$ cat src/rtl/adder_share_pkg.sv
// Shared types and helpers for blocks that time-share the 4-input pipelined adder.
package adder_share_pkg;

   localparam int unsigned W_DEFAULT   = 16;
   localparam int unsigned OPS_PER_REQ = 4;
   // Widest requester ID supported (NUM_REQ up to 8); narrower configs use the low bits.
   localparam int unsigned ID_MAX_W    = 3;

   typedef struct packed {
      logic                valid;
      logic [ID_MAX_W-1:0] id;
   } tag_t;

   function automatic int unsigned sum_w(input int unsigned w);
      return w + 2;
   endfunction

   function automatic int unsigned op_offset(input int unsigned req, input int unsigned op,
                                             input int unsigned w);
      return (req * OPS_PER_REQ + op) * w;
   endfunction

endpackage

$ cat src/rtl/adder_share_arbiter_rr_arbiter.sv
// Combinational round-robin arbiter: first set request at or above ptr (modulo NUM_REQ) wins.
module rr_arbiter #(
   parameter int unsigned NUM_REQ = 4,
   parameter int unsigned IDW     = $clog2(NUM_REQ)
) (
   input  logic [NUM_REQ-1:0] req_i,
   input  logic [IDW-1:0]     ptr_i,
   output logic [NUM_REQ-1:0] gnt_c_o,
   output logic [IDW-1:0]     gnt_idx_c_o,
   output logic               any_c_o
);

   int unsigned cand;

   always_comb begin
      gnt_c_o     = '0;
      gnt_idx_c_o = '0;
      any_c_o     = 1'b0;
      cand        = 0;
      for (int unsigned k = 0; k < NUM_REQ; k++) begin
         cand = (32'(ptr_i) + k) % NUM_REQ;
         if (!any_c_o && req_i[IDW'(cand)]) begin
            any_c_o                = 1'b1;
            gnt_c_o[IDW'(cand)]    = 1'b1;
            gnt_idx_c_o            = IDW'(cand);
         end
      end
   end

endmodule

$ cat src/rtl/adder_share_arbiter.sv
// Round-robin front end for one shared pipelined 4-input adder; returns each sum tagged
// with the requester that issued it, one accept and at most one response per cycle.
module adder_share_arbiter
   import adder_share_pkg::*;
#(
   parameter int unsigned W       = W_DEFAULT,
   parameter int unsigned NUM_REQ = 4,
   parameter int unsigned ADD_LAT = 2,
   parameter int unsigned IDW     = $clog2(NUM_REQ)
) (
   input  logic                           clk,
   input  logic                           rst,
   input  logic [NUM_REQ-1:0]             req_valid,
   output logic [NUM_REQ-1:0]             req_ready,
   input  logic [NUM_REQ*OPS_PER_REQ*W-1:0] req_ops,
   output logic [W-1:0]                   add_in1,
   output logic [W-1:0]                   add_in2,
   output logic [W-1:0]                   add_in3,
   output logic [W-1:0]                   add_in4,
   input  logic [sum_w(W)-1:0]            add_out,
   output logic                           rsp_valid,
   output logic [IDW-1:0]                 rsp_id,
   output logic [sum_w(W)-1:0]            rsp_data,
   output logic                           busy
);

   localparam int unsigned CNT_W = $clog2(ADD_LAT + 1);

   logic [NUM_REQ-1:0] gnt_c;
   logic [IDW-1:0]     gnt_idx_c;
   logic               xfer_c;

   logic [IDW-1:0]     rr_ptr_q, rr_ptr_d;
   logic [CNT_W-1:0]   inflight_q, inflight_d;
   logic [W-1:0]       add_in_q [OPS_PER_REQ];
   logic [W-1:0]       add_in_d [OPS_PER_REQ];
   tag_t               tag_q [ADD_LAT];
   tag_t               tag_d [ADD_LAT];
   logic [W-1:0]       ops_arr [NUM_REQ][OPS_PER_REQ];
   logic               leave_c;
   logic               unused_tag_bits;

   rr_arbiter #(
      .NUM_REQ (NUM_REQ),
      .IDW     (IDW)
   ) u_rr_arbiter (
      .req_i       (req_valid),
      .ptr_i       (rr_ptr_q),
      .gnt_c_o     (gnt_c),
      .gnt_idx_c_o (gnt_idx_c),
      .any_c_o     (xfer_c)
   );

   // Unpack the flat operand bus into a requester x operand array.
   for (genvar gi = 0; gi < NUM_REQ; gi++) begin : g_req
      for (genvar gj = 0; gj < OPS_PER_REQ; gj++) begin : g_op
         assign ops_arr[gi][gj] = req_ops[op_offset(gi, gj, W) +: W];
      end
   end

   assign req_ready = rst ? '0 : gnt_c;
   assign leave_c   = tag_q[ADD_LAT-1].valid;

   always_comb begin
      rr_ptr_d   = rr_ptr_q;
      inflight_d = inflight_q;
      for (int unsigned j = 0; j < OPS_PER_REQ; j++) begin
         add_in_d[j] = '0;
      end
      tag_d[0] = '0;
      for (int unsigned i = 1; i < ADD_LAT; i++) begin
         tag_d[i] = tag_q[i-1];
      end

      if (xfer_c) begin
         for (int unsigned j = 0; j < OPS_PER_REQ; j++) begin
            add_in_d[j] = ops_arr[gnt_idx_c][j];
         end
         tag_d[0].valid = 1'b1;
         tag_d[0].id    = ID_MAX_W'(gnt_idx_c);
         rr_ptr_d       = (gnt_idx_c == IDW'(NUM_REQ - 1)) ? '0 : gnt_idx_c + IDW'(1);
      end

      // A simultaneous accept and retire leaves the count unchanged.
      if (xfer_c && !leave_c) begin
         inflight_d = inflight_q + CNT_W'(1);
      end else if (!xfer_c && leave_c) begin
         inflight_d = inflight_q - CNT_W'(1);
      end
   end

   always_ff @(posedge clk or posedge rst) begin
      if (rst) begin
         rr_ptr_q   <= '0;
         inflight_q <= '0;
         for (int unsigned j = 0; j < OPS_PER_REQ; j++) begin
            add_in_q[j] <= '0;
         end
         for (int unsigned i = 0; i < ADD_LAT; i++) begin
            tag_q[i] <= '0;
         end
      end else begin
         rr_ptr_q   <= rr_ptr_d;
         inflight_q <= inflight_d;
         for (int unsigned j = 0; j < OPS_PER_REQ; j++) begin
            add_in_q[j] <= add_in_d[j];
         end
         for (int unsigned i = 0; i < ADD_LAT; i++) begin
            tag_q[i] <= tag_d[i];
         end
      end
   end

   assign add_in1   = add_in_q[0];
   assign add_in2   = add_in_q[1];
   assign add_in3   = add_in_q[2];
   assign add_in4   = add_in_q[3];
   assign rsp_valid = tag_q[ADD_LAT-1].valid;
   assign rsp_id    = tag_q[ADD_LAT-1].id[IDW-1:0];
   assign rsp_data  = add_out;
   assign busy      = (inflight_q != '0);

   assign unused_tag_bits = ^tag_q[ADD_LAT-1].id;

endmodule

$ cat config.mk
export PLATFORM = sky130hd
export DESIGN_NAME = adder_share_arbiter
export DESIGN_NICKNAME = d
export VERILOG_FILES = /design/src/rtl/adder_share_pkg.sv /design/src/rtl/adder_share_arbiter_rr_arbiter.sv /design/src/rtl/adder_share_arbiter.sv
export SDC_FILE = /design/constraint.sdc
export NUM_CORES = 1
export LEC_CHECK = 0
export ABC_CLOCK_PERIOD_IN_PS = 4400
export CAP_MARGIN = 20
export CORE_AREA = 4 4 143 145
export CTS_CLUSTER_DIAMETER = 50
export DETAILED_ROUTE_END_ITERATION = 12
export DIE_AREA = 0 0 147 149
export GPL_TIMING_DRIVEN = 0
export PLACE_DENSITY = 0.73
export SYNTH_ARGS = -nofsm -noshare
export SYNTH_HDL_FRONTEND = slang
export SYNTH_SLANG_ARGS = --single-unit
$ cat constraint.sdc
create_clock -name clk -period 4.4 [get_ports clk]
set_input_delay 0.88 -clock clk [delete_from_list [all_inputs] [get_ports clk]]
set_output_delay 0.88 -clock clk [all_outputs]
set_load 0.005 [all_outputs]
==> reports/metrics.csv, run 1 <==
metric,value,unit
Root Buffer,clkbuf_16,
Hold WS,349,ps
nets@finish,1237,
Synth warnings,0,
Max Cap Viol,0,
register bit total from synthesis,74,
Post-synth ARST share,100,%
Final Cell Area,0.00957,mm2
critical path class,in -> out,
worst-case vdd ir drop,0.000336,V
worst setup margin,263,ps
prevailing post-synth register cell,dfrtp_1,
I/O pins,370,
synthesized cell area,0.00537,mm2
Final period util,94.0,%
RSZ-0062 raised after global routing,no,
Layout area overhead,78.2,%
CP endpoint kind,output port,
Vias,6319,
startpoint types,primary input,
Yosys top cell by area,dfrtp_1,
pre-CTS setup slack,-959,ps
# setup viols final,0,
TritonCTS clock tree,done,
Leak Pwr,3.89,nW
worst-case clock buffer depth,2,
Post-synth EDFFs,0,
share of cells above drive strength 1,11.3,%
Tot Pwr,7.44,mW
Syn Nets,872,
DRT met1 WL,10100,um
clk_skew,7.25,ps
CP max FO,8,
drt wl/cell,19.9,um
area of the multi-input gates,0.00300,mm2
setup TNS,0,ps
Via-to-Cell Ratio,5.19,
pin count of the biggest net entering global routing,46,
Detailed Route Iter0 Violations,408,
routed wl met3,1650,um
status,"complete, no violations",
DIE AREA,0.0219,mm2
first-pass GRT wire length,35800,um
"Cell Count, Final, Fillers Out",1217,
clk_lat worst skew,340,ps
Final ANT Viol Nets,0,
Slew @ Worst Pin,805,ps
Tightest Hold Check Type,reg -> reg,
uppermost layer routed,met4,
power density over the cells,778,mW/mm2
Area contributors post-synth,"dfrtp_1, a221oi_1, a311oi_2",
Yosys cell types,40,
GRT Util Overall,20.8,%
Antenna Diode Count,0,
met2 WL post-DR,11900,um
total global routing overflow,0,
Die H,149,um
Crit path arrival time,3260,ps
Util after Layout,49.8,%
"Seq/Total Area, Yosys",34.5,%
fill count,1827,
Num Clock Sinks,74,
number of global-route vias before repair,6295,
Num CTS Buffers,9,
Worst-path clk slew,60,ps
post-placement cell area,0.00925,mm2
GP Congestion,0.838,
HPWL Detailed,19000,um
initial antenna violation count,0,
Tmin final,4140,ps
most frequent cells after synthesis,"nand2_1, dfrtp_1, a221oi_1",
register area,0.00185,mm2
placed insts,1200,
final slew viol count,0,
cells after synthesis,582,
H-tree depth,3,
Synth top area share,34.5,%
final hold vios,0,
Final Routed Wirelength,24300,um
DRC,0,
DR pass1 iterations,5,
core footprint,0.0192,mm2
Syn Area/Cell,9.22,um2
top-count cell post-synth,nand2_1,
number of buffers added on ports,351,
Worst slew margin,46.3,%
row cnt,51,
FMAX,242,MHz
Starting Density,27.9,%
"Req. time, crit path",3520,ps
Die W,147,um
registers in the layout (all words and copies together) (netlist names):
name	cells
add_in1	16
add_in2	16
add_in3	16
add_in4	16
tag_d	3
inflight_q	2
rr_ptr_q	2
rsp_id	2
rsp_valid	1
cells by family (layout without fill, tap and decap cells):
kind of cell,Yosys count,count (layout),share of synthesized area (%)
xor gates and xnor gates,3,3,0.490
buffers and inverters,88,458,9.56
and+or+nand+nor,152,152,12.1
muxes,42,42,8.81
AOI/OAI and AO/OA,213,213,32.2
adders and majority gates,10,10,2.33
DFF,74,74,34.5
cells in the final DEF, fill, tap and decap left out, types with 3 or more instances in the layout:
cell,instances
a21o_1,32
a21oi_1,41
a221oi_1,64
a22oi_1,4
a311oi_1,6
a311oi_2,25
buf_2,12
buf_4,24
buf_6,11
clkbuf_1,29
clkbuf_16,9
clkdlybuf4s50_1,351
clkinv_2,3
clkinvlp_4,3
dfrtp_1,73
ha_1,9
inv_1,5
mux2i_1,36
mux4_2,4
nand2_1,99
nand3_1,37
nor2_1,8
o22ai_1,33
final timing paths:
path | start | endpoint | slack, ps | cells past startpoint
hold / removal | tag_d[3]$_DFF_PP0_ | rsp_valid$_DFF_PP0_ | 350 | 0
min in group asynchronous | rst | add_in4[4]$_DFF_PP0_ | 1000 | 2
hold reg to reg | tag_d[3]$_DFF_PP0_ | rsp_valid$_DFF_PP0_ | 350 | 0
max in group asynchronous | rst | add_in4[12]$_DFF_PP0_ | 2810 | 3
setup reg to reg | rr_ptr_q[0]$_DFFE_PP0P_ | rr_ptr_q[1]$_DFFE_PP0P_ | 810 | 17
setup / recovery | req_valid[3] | req_ready[0] | 260 | 6
per-layer routing:
metal,vias to the layer above,global-route usage (%)
met5,-,0
met4,0,6.15
met3,41,4.62
met2,285,34.6
met1,3041,27.1
li1,2952,-
timing repair:
item                                    4_1_cts  5_1_grt
hold buffers                                  0        0
buffers inserted                              2        0
endpoints found under the setup margin        4        4
pin swaps                                     0        0
gates resized for setup                       9        3
cell type report:
cell class              count  area share (%)
repair buffers            355            37.3
multi-input cells         420            31.4
inverters                  10           0.536
clock buffers              10            2.50
plain buffers              77            5.01
flip-flops and latches     74            19.4
clock inverters             6           0.432
well taps                 265            3.47
where the power goes:
group / switching [mW] / internal [mW] / leakage [nW]
logic: 2.93 / 2.61 / 2.88
clock network: 0.324 / 0.398 / 0.131
registers: 0.104 / 1.07 / 0.875
critical path: stages:
cell and delay, ps:
clkdlybuf4s50_1 530, mux4_2 580, nor2b_1 450, nand3_1 140
a21oi_1 150, clkdlybuf4s50_1 530
Power figures use the tool's default switching activity.
==> run 2, diff against run 1 <==
--- a/config.mk
+++ b/config.mk
@@ -11,8 +11,8 @@
 export CTS_CLUSTER_DIAMETER = 50
 export DETAILED_ROUTE_END_ITERATION = 12
 export DIE_AREA = 0 0 147 149
-export GPL_TIMING_DRIVEN = 0
 export PLACE_DENSITY = 0.73
+export SKIP_LAST_GASP = 1
 export SYNTH_ARGS = -nofsm -noshare
 export SYNTH_HDL_FRONTEND = slang
 export SYNTH_SLANG_ARGS = --single-unit
==> run 2 against run 1 <==
- fmax is 0.34% lower
- clock power is 12% higher
- utilization fell by 2.8 points
- final cell count is 7.0% lower
- clock-buffer cell count up 1
- critical path depth rose by 2
- sequential share of layout area is 1.1 points higher
- die area stayed put
- total power down 5.5%
- sequential power about the same
- flip-flop and latch count is the same
- critical path type unchanged
- largest cell class unchanged
- largest power group unchanged
==> reports/metrics.csv, run 2 (synthesized netlist as in run 1, its figures left out) <==
metric,value,unit
status,"complete, no violations",
Layout area overhead,68.3,%
Worst path slowest cell,mux4_2,
hold bufs inserted after CTS,0,
HPWL Detailed,15900,um
Final ANT Viol Nets,0,
clk_lat worst skew,330,ps
initial antenna violation count,0,
setup TNS,0,ps
Max Cap Viol,0,
DR pass1 iterations,4,
H-tree depth,3,
CP endpoint kind,output port,
Leak Pwr,3.63,nW
startpoint types,primary input,
Vias,5959,
Starting Density,27.9,%
row cnt,51,
number of buffers added on ports,333,
Antenna Diode Count,0,
Sw Ratio,44.1,%
number of global-route vias before repair,5789,
fill count,1831,
clk_skew,10.4,ps
GP Congestion,0.822,
critical path class,in -> out,
Int Pwr,3.93,mW
first-pass GRT wire length,32700,um
Util after Layout,47.0,%
Die H,149,um
Hold WS,347,ps
Final period util,94.4,%
Num Clock Sinks,74,
Root Buffer,clkbuf_16,
"Cell Chain, Critical Path","clkdlybuf4s50_1, mux4_2, nor2b_2, a22oi_1, nor2_1, a21oi_1, a21oi_1, clkdlybuf4s50_1",
I/O pins,370,
Tightest Hold Check Type,reg -> reg,
core footprint,0.0192,mm2
power density over the cells,778,mW/mm2
crit-path max cell delay,660,ps
register share of total power,16.7,%
switching pwr,3.10,mW
worst-case clock buffer depth,2,
Detailed Route Iter0 Violations,390,
Tmin final,4150,ps
RSZ-0062 raised after global routing,no,
total global routing overflow,0,
TritonCTS clock tree,done,
Combinational Power Share,71.8,%
final hold vios,0,
"most common cell after layout, fill and taps aside",clkdlybuf4s50_1,
Post-CTS Setup Inserts,0,
clock share of power,11.5,%
Resized cells post-CTS,0,
Final Routed Wirelength,22100,um
Die W,147,um
"Req. time, crit path",3520,ps
final slew viol count,0,
pin count of the biggest net entering global routing,65,
Via-to-Cell Ratio,5.26,
Worst slew margin,45.6,%
Crit path arrival time,3270,ps
worst-case vdd ir drop,0.000585,V
# setup viols final,0,
DRC,0,
drt wl/cell,19.5,um
Worst-path clk slew,60,ps
DIE AREA,0.0219,mm2
Slew @ Worst Pin,816,ps
nets@finish,1153,
GRT Util Overall,18.7,%
share of cells above drive strength 1,8.42,%
FMAX,241,MHz
"commonest cells after routing, fill and taps aside","clkdlybuf4s50_1, nand2_1, dfrtp_1",
CP max FO,10,
Num CTS Buffers,9,
==> run 2: cell count changes in the layout (fill, tap and decap cells not counted), moves of 10 or more <==
cell,previous run,this run
clkbuf_1,29,1
buf_4,24,14
clkdlybuf4s50_1,351,333
buf_2,12,0
buf_6,11,0
==> run 2: final timing paths <==
check | startpoint | to | slack [ps] | cells past startpoint
min in group asynchronous | rst | add_in1[10]$_DFF_PP0_ | 1040 | 2
hold / removal | tag_d[0]$_DFF_PP0_ | rsp_id[0]$_DFF_PP0_ | 350 | 0
hold reg to reg | tag_d[0]$_DFF_PP0_ | rsp_id[0]$_DFF_PP0_ | 350 | 0
max in group asynchronous | rst | add_in4[1]$_DFF_PP0_ | 2690 | 3
setup / recovery | req_valid[2] | req_ready[0] | 250 | 8
setup reg to reg | rr_ptr_q[1]$_DFFE_PP0P_ | add_in1[9]$_DFF_PP0_ | 880 | 9
==> run 2: final cells by class <==
type / count / area, um2 / share of cell area (%)
clock inverters: 4 / 76.3 / 0.845
repair buffers: 348 / 3460 / 38.3
multi-input cells: 420 / 3020 / 33.5
well taps: 265 / 332 / 3.67
inverters: 10 / 48.8 / 0.540
flip-flops and latches: 74 / 1850 / 20.5
clock buffers: 11 / 243 / 2.69
==> run 2: metrics by stage <==
stage,total power [mW],instance area [um2],instances,setup slack (ps)
global route,7.57,9030,1132,99.3
global placement,6.19,8710,1117,338
detailed placement,6.25,8710,1117,275
floorplan,4.68,5370,582,585
CTS,7.08,9030,1132,265
finish,7.03,9030,1132,248
==> run 2: layer usage <==
layer  share of wire, %  up-vias  GRT usage, %
met4                2.4        0          5.50
met5                  0        -             0
met1                 40     2950          23.5
met2                 51      199          32.2
met3                6.3       36          4.41
li1                   -     2774             -
==> run 2: power by group through the flow <==
stage	logic, mW	registers [mW]	clock network (mW)
6_report	5.04	1.18	0.807
4_1_cts	5.08	1.18	0.829
2_1_floorplan	3.45	1.23	0
3_3_place_gp	5.00	1.19	0
5_1_grt	5.49	1.22	0.855
3_5_place_dp	5.06	1.19	0
==> run 2: critical path: cells and delay by family <==
kind                   cells  cell delay [ps]
AOI/OAI and AO/OA          3              310
buffers and inverters      2             1060
muxes                      1              660
and+or+nand+nor            2              360
==> run 3, diff against run 2 <==
--- a/config.mk
+++ b/config.mk
@@ -13,6 +13,7 @@
 export DIE_AREA = 0 0 147 149
 export PLACE_DENSITY = 0.73
 export SKIP_LAST_GASP = 1
+export SLEW_MARGIN = 5
 export SYNTH_ARGS = -nofsm -noshare
 export SYNTH_HDL_FRONTEND = slang
 export SYNTH_SLANG_ARGS = --single-unit
==> constraint.sdc (replaced) <==
create_clock -name clk -period 4.4 [get_ports clk]
set_input_delay 0.66 -clock clk [delete_from_list [all_inputs] [get_ports clk]]
set_output_delay 0.66 -clock clk [all_outputs]
set_load 0.005 [all_outputs]
==> run 3 against run 2 <==
- total power decreased by 1.0%
- largest power group unchanged
- first-iteration DRC count fell by 30%
- critical endpoint unchanged
- worst hold slack worse by 0.66 ps
==> reports/metrics.csv, run 3 (synthesized netlist as in run 1, its figures left out) <==
metric,value,unit
status,"complete, no violations",
final slew viol count,0,
critical path class,reg -> out,
Leak Pwr,3.62,nW
total global routing overflow,0,
Num Clock Sinks,74,
worst-case vdd ir drop,0.000601,V
"most common cell after layout, fill and taps aside",clkdlybuf4s50_1,
Root Buffer,clkbuf_16,
power density over the cells,773,mW/mm2
FMAX,257,MHz
Worst Hold Depth,0,
I/O pins,370,
H-tree depth,3,
initial antenna violation count,0,
Final period util,88.6,%
worst r2r src,rr_ptr_q[1]$_DFFE_PP0P_,
worst-case clock buffer depth,2,
register share of total power,17.0,%
"commonest cells after routing, fill and taps aside","clkdlybuf4s50_1, nand2_1, dfrtp_1",
Hold EP,rsp_valid$_DFF_PP0_,
setup TNS,0,ps
"most used cell, CP",a21oi_1,
Layout area overhead,67.8,%
DIE AREA,0.0219,mm2
Antenna Diode Count,0,
Tmin final,3900,ps
Worst R2R Setup Slack,680,ps
Slew @ Worst Pin,592,ps
final hold vios,0,
Detailed Route Iter0 Violations,274,
Crit path arrival time,3240,ps
startpoint types,flip-flop,
clk_skew,12.3,ps
GP Congestion,0.847,
nets@finish,1156,
pin count of the biggest net entering global routing,65,
crit-path max cell delay,590,ps
Worst path slowest cell,dfrtp_1,
Starting Density,27.9,%
"Req. time, crit path",3740,ps
Worst-path clk slew,60,ps
Final ANT Viol Nets,0,
number of buffers added on ports,333,
Sw Ratio,45.1,%
CP endpoint kind,output port,
clk_lat worst skew,340,ps
switching pwr,3.13,mW
RSZ-0062 raised after global routing,no,
Worst slew margin,60.6,%
# setup viols final,0,
"Cell Chain, Critical Path","inv_1, ha_1, mux4_2, nor2b_2, a22oi_1, nor2_1, a21oi_1, a21oi_1, clkdlybuf4s50_1",
Hold WS,346,ps
Die W,147,um
CP max FO,10,
first-pass GRT wire length,34500,um
Tightest Hold Check Type,reg -> reg,
HPWL Detailed,16500,um
Num CTS Buffers,9,
Post-CTS Setup Inserts,0,
Max Cap Viol,0,
GRT Util Overall,19.8,%
Int Pwr,3.82,mW
DRC,0,
clock share of power,10.0,%
Combinational Power Share,73.0,%
hold bufs inserted after CTS,0,
worst reg-to-reg path cell count,9,
number of global-route vias before repair,6073,
drt wl/cell,20.1,um
reg2reg end,add_in3[5]$_DFF_PP0_,
Via-to-Cell Ratio,5.30,
row cnt,51,
hold_sp,tag_d[3]$_DFF_PP0_,
DR pass1 iterations,4,
Die H,149,um
Resized cells post-CTS,0,
Final Routed Wirelength,22800,um
crit path launch,rr_ptr_q[1]$_DFFE_PP0P_,
TritonCTS clock tree,done,
core footprint,0.0192,mm2
share of cells above drive strength 1,8.84,%
Vias,6026,
run 3: worst max-delay path by stage:
stage,to,slack [ps],cells past startpoint
3_5_place_dp,add_in3[5]$_DFF_PP0_,560,7
5_1_grt,req_ready[0],300,9
6_report,req_ready[0],500,9
4_1_cts,req_ready[0],500,9
3_3_place_gp,add_in3[3]$_DFF_PP0_,640,7
2_1_floorplan,req_ready[0],800,12
run 3: final cells by class:
cell class / instances / area (um2)
clock buffers: 10 / 229
clock inverters: 6 / 42.5
fillers: 1874 / 10200
inverters: 10 / 48.8
multi-input cells: 420 / 3020
flip-flops and latches: 74 / 1850
well taps: 265 / 332
repair buffers: 351 / 3480
run 3: layer usage:
metal / vias to the layer above / global-route usage [%] / routed length [um]
li1: 2781 / - / -
met1: 2919 / 25.0 / 9000
met3: 59 / 4.86 / 1600
met4: 0 / 8.25 / 859
met2: 267 / 32.4 / 11300
met5: - / 0 / 0
run 3: through the flow:
stage / setup slack, ps / instance area (um2) / power (mW) / cells / utilization [%]
after floorplan: 805 / 5370 / 4.68 / 582 / -
after global placement: 641 / 8720 / 6.16 / 1119 / 45.4
after detailed placement: 561 / 8730 / 6.29 / 1120 / 45.5
after CTS: 499 / 9000 / 7.02 / 1136 / 46.9
after global routing: 302 / 9000 / 7.49 / 1136 / 46.9
final: 502 / 9000 / 6.96 / 1136 / 46.9
run 3: power by group through the flow:
| stage | combinational [mW] | sequential (mW) | clock, mW |
|---|---|---|---|
| after floorplan | 3.45 | 1.23 | 0 |
| after global placement | 4.96 | 1.20 | 0 |
| after detailed placement | 5.09 | 1.20 | 0 |
| after CTS | 5.11 | 1.19 | 0.719 |
| after global routing | 5.52 | 1.23 | 0.744 |
| final | 5.08 | 1.19 | 0.694 |
run 3: worst max-delay path, delay by kind of cell, from the launching register on:
family | cells | cell delay [ps]
buffers and inverters | 2 | 750
flip-flops | 1 | 590
multiplexers | 1 | 460
adder cells (fa/ha/maj) | 1 | 440
AND/OR/NAND/NOR | 2 | 340
AO/OA/AOI/OAI | 3 | 320
